`src/rtl/parity_frame_pkg.sv`:
```
// Shared definitions for the serial parity frame controller: FSM state
// encoding and the parity error counter geometry.
package parity_frame_pkg;

    // Frame controller states.
    typedef enum logic [1:0] {
        IDLE   = 2'd0,
        DATA   = 2'd1,
        PARITY = 2'd2,
        DONE   = 2'd3
    } state_t;

    // Parity error counter width and the value at which it saturates.
    localparam int                   ERR_CNT_W   = 8;
    localparam logic [ERR_CNT_W-1:0] ERR_CNT_MAX = {ERR_CNT_W{1'b1}};

endpackage : parity_frame_pkg

```
`src/rtl/parity_frame_ctrl_tracker.sv`:
```
// parity_tracker: one-bit running parity accumulator. clr restarts the
// accumulation for a new frame, en folds bit_in into the running value.
// Reset is synchronous and active-high, and reset wins over clr and en.
module parity_tracker (
    input  logic clk,
    input  logic rst,
    input  logic clr,
    input  logic en,
    input  logic bit_in,
    output logic is_odd
);

    // Accumulate parity of accepted bits; clr has priority over en.
    always_ff @(posedge clk) begin
        // NOTE: state registers use non-blocking assignment so every flop
        // samples the pre-edge values, independent of block ordering.
        if (rst) begin
            is_odd <= 1'b0;
        end else if (clr) begin
            is_odd <= 1'b0;
        end else if (en) begin
            is_odd <= is_odd ^ bit_in;
        end
    end

endmodule : parity_tracker

```
`src/rtl/parity_frame_ctrl.sv`:
```
// parity_frame_ctrl: receives a serial frame of DATA_BITS data bits followed
// by one parity bit over a valid/ready handshake, and reports a parity error
// with a one-cycle frame_done pulse.
//
// Optional build macro: PARITY_FRAME_ERR_CNT_EN adds err_clr / err_count, a
// saturating count of frames that completed with a parity error.
module parity_frame_ctrl
    import parity_frame_pkg::*;
#(
    parameter int DATA_BITS  = 8,
    parameter int ODD_PARITY = 0
) (
    input  logic                         clk,
    input  logic                         rst,
    input  logic                         start,
    input  logic                         abort,
    input  logic                         bit_valid,
    input  logic                         bit_in,
`ifdef PARITY_FRAME_ERR_CNT_EN
    input  logic                         err_clr,
    output logic [ERR_CNT_W-1:0]         err_count,
`endif
    output logic                         bit_ready,
    output logic                         busy,
    output logic [$clog2(DATA_BITS+1)-1:0] bit_idx,
    output logic                         running_odd,
    output logic                         frame_done,
    output logic                         parity_err
);

    localparam int                IDX_W    = $clog2(DATA_BITS + 1);
    localparam logic [IDX_W-1:0]  LAST_IDX = IDX_W'(DATA_BITS - 1);
    // Parity value (data + parity bit) that a correct frame must produce.
    localparam logic              PAR_EXP  = (ODD_PARITY != 0);

    state_t state_q;
    state_t state_d;
    logic   parity_err_q;

    // Handshake decode straight from the state register so it does not
    // depend on the combinational output block.
    logic in_bit_state;
    logic accept;
    logic accept_data;
    logic accept_parity;
    logic start_frame;

    assign in_bit_state  = (state_q == DATA) || (state_q == PARITY);
    // abort outranks a simultaneous bit, which is then dropped.
    assign accept        = in_bit_state && bit_valid && !abort;
    assign accept_data   = accept && (state_q == DATA);
    assign accept_parity = accept && (state_q == PARITY);
    assign start_frame   = (state_q == IDLE) && start;

    // State register.
    always_ff @(posedge clk) begin
        if (rst) begin
            state_q <= IDLE;
        end else begin
            state_q <= state_d;
        end
    end

    // Next-state logic and state-decoded outputs.
    always_comb begin
        // NOTE: every output of this block gets a default first, so no path
        // through the case statement can leave one unassigned (no latches).
        state_d    = state_q;
        bit_ready  = 1'b0;
        busy       = 1'b0;
        frame_done = 1'b0;

        case (state_q)
            IDLE: begin
                if (start) begin
                    state_d = DATA;
                end
            end
            DATA: begin
                bit_ready = 1'b1;
                busy      = 1'b1;
                if (abort) begin
                    state_d = IDLE;
                end else if (accept && (bit_idx == LAST_IDX)) begin
                    state_d = PARITY;
                end
            end
            PARITY: begin
                bit_ready = 1'b1;
                busy      = 1'b1;
                if (abort) begin
                    state_d = IDLE;
                end else if (accept) begin
                    state_d = DONE;
                end
            end
            DONE: begin
                busy       = 1'b1;
                frame_done = 1'b1;
                state_d    = IDLE;
            end
            default: begin
                state_d = IDLE;
            end
        endcase
    end

    // Data bit counter and registered parity verdict. Both hold after the
    // frame so the final values stay visible until the next start.
    always_ff @(posedge clk) begin
        if (rst) begin
            bit_idx      <= '0;
            parity_err_q <= 1'b0;
        end else begin
            if (start_frame) begin
                bit_idx <= '0;
            end else if (accept_data) begin
                bit_idx <= bit_idx + IDX_W'(1);
            end
            if (accept_parity) begin
                parity_err_q <= ((running_odd ^ bit_in) != PAR_EXP);
            end
        end
    end

    // The verdict is only presented during the frame_done pulse.
    assign parity_err = frame_done && parity_err_q;

    parity_tracker u_tracker (
        .clk    (clk),
        .rst    (rst),
        .clr    (start_frame),
        .en     (accept_data),
        .bit_in (bit_in),
        .is_odd (running_odd)
    );

`ifdef PARITY_FRAME_ERR_CNT_EN
    // Saturating count of bad frames; err_clr wins over an increment.
    always_ff @(posedge clk) begin
        if (rst) begin
            err_count <= '0;
        end else if (err_clr) begin
            err_count <= '0;
        end else if (parity_err && (err_count != ERR_CNT_MAX)) begin
            err_count <= err_count + ERR_CNT_W'(1);
        end
    end
`endif

endmodule : parity_frame_ctrl

```
`config.mk`:
```
export PLATFORM = sky130hd
export DESIGN_NAME = parity_frame_ctrl
export DESIGN_NICKNAME = d
export VERILOG_FILES = /design/src/rtl/parity_frame_pkg.sv /design/src/rtl/parity_frame_ctrl_tracker.sv /design/src/rtl/parity_frame_ctrl.sv
export SDC_FILE = /design/constraint.sdc
export NUM_CORES = 1
export LEC_CHECK = 0
export CAP_MARGIN = 20
export CORE_AREA = 2 2 39 41
export DETAILED_ROUTE_END_ITERATION = 16
export DIE_AREA = 0 0 41 43
export MAX_ROUTING_LAYER = met4
export PLACE_DENSITY = 0.66
export SLEW_MARGIN = 10
export SYNTH_ARGS = -nofsm -noshare
export SYNTH_HDL_FRONTEND = slang
export SYNTH_SLANG_ARGS = --single-unit
```
`constraint.sdc`:
```
create_clock -name clk -period 2.2 [get_ports clk]
set_input_delay 0.66 -clock clk [delete_from_list [all_inputs] [get_ports clk]]
set_output_delay 0.66 -clock clk [all_outputs]
set_load 0.02 [all_outputs]
```
==> metrics.md, run 1 <==
| Metric | Value |
|---|---|
| Status | `completed` |
| Clock skew | `0.00465 ns` |
| Final-layout fill cell count | `133` |
| Mean post-synth cell area | `9.47 um2` |
| Worst Tran Pin Value | `0.229 ns` |
| Worst Setup End Kind | `output pin` |
| Share of cells above drive strength 1 | `0.0986` |
| Hold depth | `2` |
| Final core occ | `0.500` |
| # DRC | `0` |
| Chip width | `41 um` |
| Slew headroom | `0.847` |
| Period utilization | `0.934` |
| DRT Wirelength | `961 um` |
| CTS sink cnt | `8` |
| Most frequent cells in the layout | `clkdlybuf4s50_1, dfxtp_1, ha_1` |
| Fin. max-slew vios | `0` |
| Fin crit period | `2.05 ns` |
| WP data arrival | `1.39 ns` |
| Hold_ws | `0.493 ns` |
| Initial DRC Count | `0` |
| Final Hold Fails | `0` |
| RSZ-0062 raised after global routing | `false` |
| CTS hold repair buffers | `0` |
| Cell area after layout | `692 um2` |
| Worst R2R Start | `state_q[0]` |
| Mapped Cells | `53` |
| Die area | `1760 um2` |
| Ys Warns | `0` |
| Largest net degree at the start of global routing | `9` |
| Setup CP Type | `reg2out` |
| Chip height | `43 um` |
| Min-delay worst type | `reg2reg` |
| Vias per Instance | `4.82` |
| Pwr/cell area | `690 nW/um2` |
| Antenna violations before repair | `0` |
| Routed vias | `419` |
| Non-filler cells, final | `87` |
| Core region area | `1380 um2` |
| HPWL Detailed | `794 um` |
| Initial core utilization | `0.363` |
| Synthesis-to-layout area growth | `37.9%` |
| MaxCap Viol Count | `0` |
| Hold path start | `parity_err_q` |
| Worst-case clock buffer depth | `2` |
| CTS tree | `built` |
| Vias in the first global route | `405` |
| Final setup fails | `0` |
| Worst skew pair latency | `0.25 ns` |
| GRT overflow | `0` |
| Antenna cells | `0` |
| First-pass GRT wire length | `1.65 mm` |
| CTS Buf Count | `3` |
| CP Max Fanout | `4` |
| Max frequency | `487 MHz` |
| Max rail drop VDD | `430 uV` |
| Synth cell types | `23` |
| Static Leak | `0.323 nW` |
| Io pins | `15` |
| CP Data Required Time | `1.54 ns` |
| Register area share after synthesis | `0.319` |
| Mapped Area | `502 um2` |
| Crit path from | `state_q[0]` |
| Cell taking the most area after synthesis | `dfxtp_1` |
| Commonest non-fill, non-tap cell in the layout | `clkdlybuf4s50_1` |
| Global Route Usage Sum | `0.144` |
| CTS clk-pin slew, worst paths | `0.05 ns` |
| Setup repair bufs after CTS | `0` |
| Root Driver | `clkbuf_4` |
| Register bit total from synthesis | `8` |
| Row Count | `14` |
| Critical path launch point type | `register` |
| Total negative slack | `0 ns` |
| Internal reg-to-reg setup slack | `0.43 ns` |
| Drt pass-1 iters | `1` |
| Top cell type's share of synthesized area | `0.319` |
| Reg-to-Reg End | `state_q[1]` |
| Port bufs | `14` |
| Reg2reg path depth | `6` |
| End of the worst hold path | `parity_err_q` |
| Placed Area | `669 um2` |
| Synthesized Nets | `65` |
| DP Cell Count | `84` |
| # nets final | `85` |
| Gpl congestion | `0.736` |
| Synth area leaders | `dfxtp_1, ha_1, nand4b_4, mux2i_1, inv_1` |
| Wire length per cell | `11.0 um` |
| H-tree levels | `1` |
| Remaining antenna violation count | `0` |
how the worst max path moves through the flow:
stage / endpoint / cells after the start
final: frame_done / 2
after global routing: frame_done / 2
after CTS: parity_err / 3
after detailed placement: bit_ready / 3
after global placement: bit_ready / 3
after floorplan: state_q[1] / 5
kinds of logic after synthesis:
kind of cell | count (synthesis) | share of synthesized area
DFF | 8 | 0.319
buffers and inverters | 5 | 0.0374
adders and majority gates | 6 | 0.150
muxes | 3 | 0.0623
xor gates and xnor gates | 2 | 0.0349
AOI/OAI and AO/OA | 11 | 0.150
and+or+nand+nor | 18 | 0.247
per-stage QoR:
step                setup WS [ns]  power, mW
floorplan                   0.508      0.305
global placement            0.159      0.384
detailed placement          0.165      0.385
CTS                        0.0188      0.487
global route               0.0822      0.514
finish                      0.145      0.477
cell type report:
cell class | instances | area, um2 | area share
Clock buffer | 3 | 22.5 | 0.0325
Inverter | 5 | 18.8 | 0.0271
Multi-Input combinational cell | 40 | 323 | 0.467
Sequential cell | 8 | 160 | 0.231
Tap cell | 16 | 20.0 | 0.0289
Timing Repair Buffer | 15 | 148 | 0.213
cell usage after synthesis:
master and instances:
a21o_1 1, nor2b_1 1, and3b_1 1, and4b_1 1, nand3_1 1, or3_1 3, xor2_1 1, and2_1 2
nand2b_1 3, nand4b_4 1, mux2_2 1, a211oi_1 1, nor3_1 1, o221ai_2 1, xnor2_1 1, mux2i_1 2
ha_1 6, a21oi_1 3, dfxtp_1 8, o21bai_1 2, nor2_1 4, o21ai_0 3, inv_1 5
sequential cells by signal, summed over array words and instances (netlist names):
| name | cells |
|---|---|
| state_q | 2 |
| bit_idx | 4 |
| u_tracker.is_odd | 1 |
| parity_err_q | 1 |
layer usage:
| metal | track usage | wire length [um] | share of wire | up-vias |
|---|---|---|---|---|
| met5 | - | 0 | 0 | - |
| met4 | 0.100 | 0 | 0 | 0 |
| met3 | 0.0262 | 59 | 0.061 | 0 |
| met2 | 0.219 | 471 | 0.49 | 10 |
| met1 | 0.160 | 430 | 0.45 | 186 |
| li1 | - | - | - | 223 |
worst max-delay path, stage by stage, from the launching register on:
cell and delay [ns]:
dfxtp_1 0.38, ha_1 0.18, clkdlybuf4s50_1 0.60
where the power goes:
part | leakage (nW) | switching (mW) | internal [mW]
clock | 0.0138 | 0.0469 | 0.0622
sequential | 0.0647 | 0.0106 | 0.155
combinational | 0.245 | 0.112 | 0.0904
total | 0.323 | 0.169 | 0.308
timing repair:
action                     in CTS  in global routing
resized for setup               2                  1
setup endpoints to repair       2                  1
cloned                          0                  0
Power figures use the tool's default switching activity.
==> run 2: changes to the inputs <==
--- a/config.mk
+++ b/config.mk
@@ -10,8 +10,9 @@
 export DETAILED_ROUTE_END_ITERATION = 16
 export DIE_AREA = 0 0 41 43
 export MAX_ROUTING_LAYER = met4
-export PLACE_DENSITY = 0.66
+export PLACE_DENSITY = 0.67
 export SLEW_MARGIN = 10
 export SYNTH_ARGS = -nofsm -noshare
 export SYNTH_HDL_FRONTEND = slang
+export SYNTH_HIERARCHICAL = 1
 export SYNTH_SLANG_ARGS = --single-unit
==> run 2 against run 1 <==
Sequential power barely moved. Via count up 3.1%. First-iteration DRC count is 6 higher. Routed wire length is 3.6% higher. Synthesized area increased by 3.0%. Non-clock buffer count stayed put. Combinational power grew 2%. Total power rose by 1.9%. Final cell count is 2.3% higher. Worst hold slack gained 0.0038 ns. Critical endpoint unchanged. Largest cell class unchanged.
==> metrics.md, run 2 <==
| Metric | Value |
|---|---|
| Status | `completed` |
| Synthesis-to-layout area growth | `36.1%` |
| Top cell type's share of synthesized area | `0.310 (-0.00927)` |
| Vias per Instance | `4.85 (+0.79%)` |
| Final setup fails | `0 (unchanged)` |
| WP data arrival | `1.42 ns (+0.03 ns)` |
| Most frequent cell after synthesis | `dfxtp_1` |
| Root Driver | `clkbuf_4` |
| DP Cell Count | `86 (+2.4%)` |
| # DRC | `0 (unchanged)` |
| Pwr/cell area | `691 nW/um2 (+0.23%)` |
| Setup repair bufs after CTS | `0 (unchanged)` |
| DRT Wirelength | `996 um (+3.6%)` |
| Remaining antenna violation count | `0 (unchanged)` |
| Share of cells above drive strength 1 | `0.0959 (-0.00270)` |
| Period utilization | `0.946 (+0.0120)` |
| P_sw | `0.175 mW (+3.2%)` |
| Largest net degree at the start of global routing | `8 (-1)` |
| CP Max Fanout | `4 (unchanged)` |
| HPWL Detailed | `797 um (+0.40%)` |
| PnR worst setup slack | `0.119 ns (-0.0264 ns)` |
| Final Hold Fails | `0 (unchanged)` |
| Internal reg-to-reg setup slack | `0.50 ns (+0.07 ns)` |
| RSZ-0062 raised after global routing | `false` |
| Row Count | `14 (unchanged)` |
| Cell area after layout | `703 um2 (+1.6%)` |
| Fin crit period | `2.08 ns (+0.0264 ns)` |
| Slew headroom | `0.661 (-0.186)` |
| H-tree levels | `1 (unchanged)` |
| Max FFs per register | `4 (unchanged)` |
| Worst-case clock buffer depth | `2 (unchanged)` |
| Max rail drop VDD | `352 uV (-18%)` |
| Cell taking the most area after synthesis | `dfxtp_1` |
| Die area | `1760 um2 (unchanged)` |
| Vias in the first global route | `377 (-6.9%)` |
| Setup CP Type | `reg2out` |
| Reg2reg path depth | `6 (unchanged)` |
| Mapped Cells | `55 (+3.8%)` |
| Number of flops mapped to enable cells by yosys | `0 (unchanged)` |
| Routed vias | `432 (+3.1%)` |
| Mean post-synth cell area | `9.40 um2 (-0.75%)` |
| Switching share of total power | `0.359 (+0.00470)` |
| Reg-to-Reg End | `state_q[0]` |
| Placed Area | `684 um2 (+2.2%)` |
| # nets final | `87 (+2.4%)` |
| CTS tree | `built` |
| Static Leak | `0.325 nW (+0.35%)` |
| Pre-CTS setup slack | `0.0962 ns (-0.0692 ns)` |
| Register name with the most flops | `bit_idx` |
| Design Power | `0.486 mW (+1.9%)` |
| Flop pwr share | `0.341 (-0.007)` |
| Synth area leaders | `dfxtp_1, ha_1, mux2i_1, nand4b_4, inv_1` |
| Crit path from | `state_q[1]` |
| Global Route Usage Sum | `0.137 (-0.00690)` |
| Clock power frac | `0.236 (+0.007)` |
| Largest registers | `bit_idx x4, state_q x2` |
| Clock skew | `0.00330 ns (-0.00136 ns)` |
| Worst Setup End Kind | `output pin` |
| Hold_ws | `0.497 ns (+0.00377 ns)` |
| End of the worst hold path | `bit_idx[3]` |
| Initial DRC Count | `6 (+6)` |
| Wire length per cell | `11.2 um (+1.3%)` |
| First-pass GRT wire length | `1.53 mm (-7.2%)` |
| Hold path start | `bit_idx[3]` |
| Post-synth ARST share | `0 (unchanged)` |
| Worst skew pair latency | `0.25 ns (about the same)` |
| Final core occ | `0.508 (+0.00814)` |
| MaxCap Viol Count | `0 (unchanged)` |
| Min-delay worst type | `reg2reg` |
| Register bit total from synthesis | `8 (unchanged)` |
| Non-filler cells, final | `89 (+2.3%)` |
| CTS sink cnt | `8 (unchanged)` |
| Io pins | `15 (unchanged)` |
| CP Data Required Time | `1.54 ns (about the same)` |
| Core region area | `1380 um2 (unchanged)` |
| Gpl congestion | `0.755 (+2.6%)` |
| Worst R2R Start | `state_q[0]` |
| Top FF cell, synth | `dfxtp_1` |
| CTS clk-pin slew, worst paths | `0.06 ns (about the same)` |
| CTS Buf Count | `3 (unchanged)` |
| Initial core utilization | `0.373 (+0.0109)` |
| Worst Tran Pin Value | `0.508 ns (+0.279 ns)` |
| Fin. max-slew vios | `0 (unchanged)` |
| Chip width | `41 um (unchanged)` |
| Int Power | `0.311 mW (+1.1%)` |
| Antenna violations before repair | `0 (unchanged)` |
| Port bufs | `14 (unchanged)` |
| Most frequent cells in the layout | `clkdlybuf4s50_1, dfxtp_1, inv_1, ha_1, nor2_1` |
| Max frequency | `481 MHz (-1.3%)` |
| Ys Warns | `6 (+6)` |
| CTS hold repair buffers | `0 (unchanged)` |
| Synthesized Nets | `67 (+3.1%)` |
| Mapped Area | `517 um2 (+3.0%)` |
| Commonest non-fill, non-tap cell in the layout | `clkdlybuf4s50_1` |
| Antenna cells | `0 (unchanged)` |
| Synth cell types | `26 (+13%)` |
| Comb pwr share | `0.423 (about the same)` |
| Drt pass-1 iters | `4 (+3)` |
| Critical path launch point type | `register` |
| Synth cell count leaders | `dfxtp_1, ha_1, inv_1` |
| Hold depth | `2 (unchanged)` |
| GRT overflow | `0 (unchanged)` |
| Chip height | `43 um (unchanged)` |
| Total negative slack | `0 ns (unchanged)` |
| Register area share after synthesis | `0.310 (-0.00927)` |
run 2: area by class of cell:
type	instances	area, um2
clock buffer	3	22.5
timing repair buffer	15	144
sequential	8	160
fill	147	681
multi-input combinational	41	334
inverter	6	22.5
tap	16	20.0
run 2: worst max-delay path by stage:
stage	depth (start not counted)	slack (ns)	to
after floorplan	5	0.57	state_q[0]
after global placement	4	0.10	state_q[0]
after detailed placement	4	0.1	state_q[0]
after CTS	2	0.10	frame_done
after global routing	2	0.02	frame_done
final	2	0.12	frame_done
run 2: power groups by stage:
stage                     clock, mW  combinational (mW)  sequential (mW)
after CTS                     0.122               0.209            0.166
after floorplan                   0               0.138            0.168
after detailed placement          0               0.222            0.169
after global placement            0               0.216            0.168
after global routing          0.130               0.228            0.167
final                         0.115               0.206            0.166
run 2: critical path: stages, from the launching register on:
cell             delay [ns]
dfxtp_1                0.38
ha_1                   0.19
clkdlybuf4s50_1        0.60
run 2: metal layers:
| metal | vias up | routed length, um | track usage |
|---|---|---|---|
| met2 | 7 | 502 | 0.200 |
| met3 | 2 | 40 | 0.0314 |
| li1 | 225 | - | - |
| met5 | - | 0 | - |
| met1 | 198 | 440 | 0.154 |
| met4 | 0 | 14 | 0.100 |
run 2: cell families after synthesis:
logic type,after synthesis,synth area share
and+or+nand+nor,20,0.259
adders and majority gates,6,0.145
muxes,3,0.0581
xor gates and xnor gates,2,0.0339
AOI/OAI and AO/OA,10,0.150
buffers and inverters,6,0.0436
DFF,8,0.310
run 2: repair_timing:
action / 4_1_cts / 5_1_grt
setup endpoints to repair: 3 / 0
endpoints found under the hold margin: 0 / 0
resized for setup: 3 / 0
==> run 3: changes to the inputs <==
==> constraint.sdc (replaced) <==
create_clock -name clk -period 2.2 [get_ports clk]
set_input_delay 0.55 -clock clk [delete_from_list [all_inputs] [get_ports clk]]
set_output_delay 0.55 -clock clk [all_outputs]
set_load 0.02 [all_outputs]
==> run 3 against run 2 <==
Clock power hardly changed. Sequential share of layout area stayed put. Die area stayed put. Global-route usage is 1.8 points higher. Largest cell class unchanged. Critical path depth is 1 higher. Flip-flop and latch count stayed put. Utilization stayed put. Clock skew is 0.0033 ns higher. Cell area stayed put. First-iteration DRC count is 50% lower. Register-to-register slack hardly changed.
==> metrics.md, run 3 (synthesized netlist as in run 2, its figures left out) <==
| Metric | Value |
|---|---|
| Min-delay worst type | `reg2reg` |
| Drt pass-1 iters | `4 (unchanged)` |
| Worst Setup End Kind | `output pin` |
| Final Hold Fails | `0 (unchanged)` |
| Antenna cells | `0 (unchanged)` |
| Reg2reg path depth | `5 (-1)` |
| Wire length per cell | `11.2 um (+0.22%)` |
| Vias in the first global route | `434 (+15%)` |
| Clock power frac | `0.244 (+0.008)` |
| CTS tree | `built` |
| CTS sink cnt | `8 (unchanged)` |
| Setup CP Type | `reg2out` |
| CTS Buf Count | `3 (unchanged)` |
| Max rail drop VDD | `416 uV (+18%)` |
| Static Leak | `0.344 nW (+6.0%)` |
| Slew headroom | `0.645 (-0.0163)` |
| Share of cells above drive strength 1 | `0.0833 (-0.0126)` |
| Port bufs | `14 (unchanged)` |
| Die area | `1760 um2 (unchanged)` |
| Initial DRC Count | `3 (-3)` |
| CTS hold repair buffers | `0 (unchanged)` |
| Root Driver | `clkbuf_4` |
| GRT overflow | `0 (unchanged)` |
| Fin crit period | `2.00 ns (-0.0814 ns)` |
| Int Power | `0.307 mW (-1.4%)` |
| MaxCap Viol Count | `0 (unchanged)` |
| # resized after CTS | `1 (-2)` |
| Io pins | `15 (unchanged)` |
| Hold_ws | `0.502 ns (+0.00585 ns)` |
| Flop pwr share | `0.345 (+0.004)` |
| Max FFs per register | `4 (unchanged)` |
| Status | `completed` |
| Comb pwr share | `0.411 (-0.012)` |
| P_sw | `0.172 mW (-1.7%)` |
| RSZ-0062 raised after global routing | `false` |
| CP Data Required Time | `1.65 ns (+0.11 ns)` |
| WP data arrival | `1.45 ns (+0.03 ns)` |
| Worst Tran Pin Value | `0.533 ns (+0.0244 ns)` |
| Cell area after layout | `703 um2 (unchanged)` |
| Hold depth | `2 (unchanged)` |
| Placed Area | `677 um2 (-1.1%)` |
| Worst skew pair latency | `0.26 ns (about the same)` |
| Largest net degree at the start of global routing | `8 (unchanged)` |
| # DRC | `0 (unchanged)` |
| Antenna violations before repair | `0 (unchanged)` |
| Period utilization | `0.909 (-0.0370)` |
| Fin. max-slew vios | `0 (unchanged)` |
| H-tree levels | `1 (unchanged)` |
| First-pass GRT wire length | `1.75 mm (+14%)` |
| Core region area | `1380 um2 (unchanged)` |
| Vias per Instance | `4.90 (+0.90%)` |
| Commonest non-fill, non-tap cell in the layout | `clkdlybuf4s50_1` |
| Largest registers | `bit_idx x4, state_q x2` |
| Gpl congestion | `0.778 (+3.0%)` |
| Initial core utilization | `0.373 (unchanged)` |
| Worst-case clock buffer depth | `2 (unchanged)` |
| Total negative slack | `0 ns (unchanged)` |
| Chip width | `41 um (unchanged)` |
| Remaining antenna violation count | `0 (unchanged)` |
| Register name with the most flops | `bit_idx` |
| Chip height | `43 um (unchanged)` |
| DRT Wirelength | `987 um (-0.90%)` |
| CP Max Fanout | `4 (unchanged)` |
| Clock skew | `0.00662 ns (+0.00333 ns)` |
| Synthesis-to-layout area growth | `36.1% (unchanged)` |
| Global Route Usage Sum | `0.154 (+0.0176)` |
| Max frequency | `500 MHz (+4.1%)` |
| Row Count | `14 (unchanged)` |
| CTS clk-pin slew, worst paths | `0.06 ns (about the same)` |
| Pwr/cell area | `681 nW/um2 (-1.5%)` |
| # nets final | `86 (-1.1%)` |
| Routed vias | `431 (-0.23%)` |
| Final setup fails | `0 (unchanged)` |
| HPWL Detailed | `792 um (-0.64%)` |
| Critical path launch point type | `register` |
| Switching share of total power | `0.358 (-0.000918)` |
| Setup repair bufs after CTS | `0 (unchanged)` |
| Most frequent cells in the layout | `clkdlybuf4s50_1, dfxtp_1, inv_1, ha_1, nor2_1` |
[run 3: layout make-up]
cell class | count | area [um2]
multi-input cells | 41 | 334
flip-flops and latches | 8 | 160
fillers | 136 | 681
repair buffers | 14 | 144
well taps | 16 | 20.0
clock buffers | 3 | 22.5
inverters | 6 | 22.5
[run 3: path summary, 6_finish.rpt]
| kind | startpoint | end | slack [ns] |
|---|---|---|---|
| worst max-delay path | state_q[1] | bit_ready | 0.20 |
| worst min-delay path | parity_err_q | parity_err_q | 0.50 |
| worst max register to register | state_q[1] | state_q[1] | 0.51 |
| worst min register to register | parity_err_q | parity_err_q | 0.50 |
[run 3: per-stage QoR]
stage / worst slack (ns) / power (mW) / utilization / cells
6_report: 0.200 / 0.479 / 0.508 / 88
4_1_cts: 0.0276 / 0.491 / 0.505 / 88
3_3_place_gp: 0.199 / 0.373 / 0.489 / 85
5_1_grt: 0.0803 / 0.517 / 0.508 / 88
2_1_floorplan: 0.568 / 0.306 / - / 55
3_5_place_dp: 0.178 / 0.377 / 0.489 / 85
[run 3: routing by layer]
layer / vias up / GRT usage / share of wire
li1: 224 / - / -
met1: 198 / 0.186 / 0.48
met2: 7 / 0.213 / 0.47
met3: 2 / 0.0471 / 0.036
met4: 0 / 0.100 / 0.014
met5: - / - / 0
[run 3: power by group through the flow]
| stage | clock network (mW) | registers [mW] | logic, mW |
|---|---|---|---|
| 2_1_floorplan | 0 | 0.168 | 0.138 |
| 3_3_place_gp | 0 | 0.168 | 0.205 |
| 3_5_place_dp | 0 | 0.169 | 0.208 |
| 4_1_cts | 0.123 | 0.165 | 0.203 |
| 5_1_grt | 0.129 | 0.166 | 0.222 |
| 6_report | 0.117 | 0.165 | 0.197 |
[run 3: critical path: stages (launching register included)]
cell,delay [ns]
dfxtp_1,0.38
inv_1,0.10
ha_1,0.36
dlygate4sd2_1,0.35
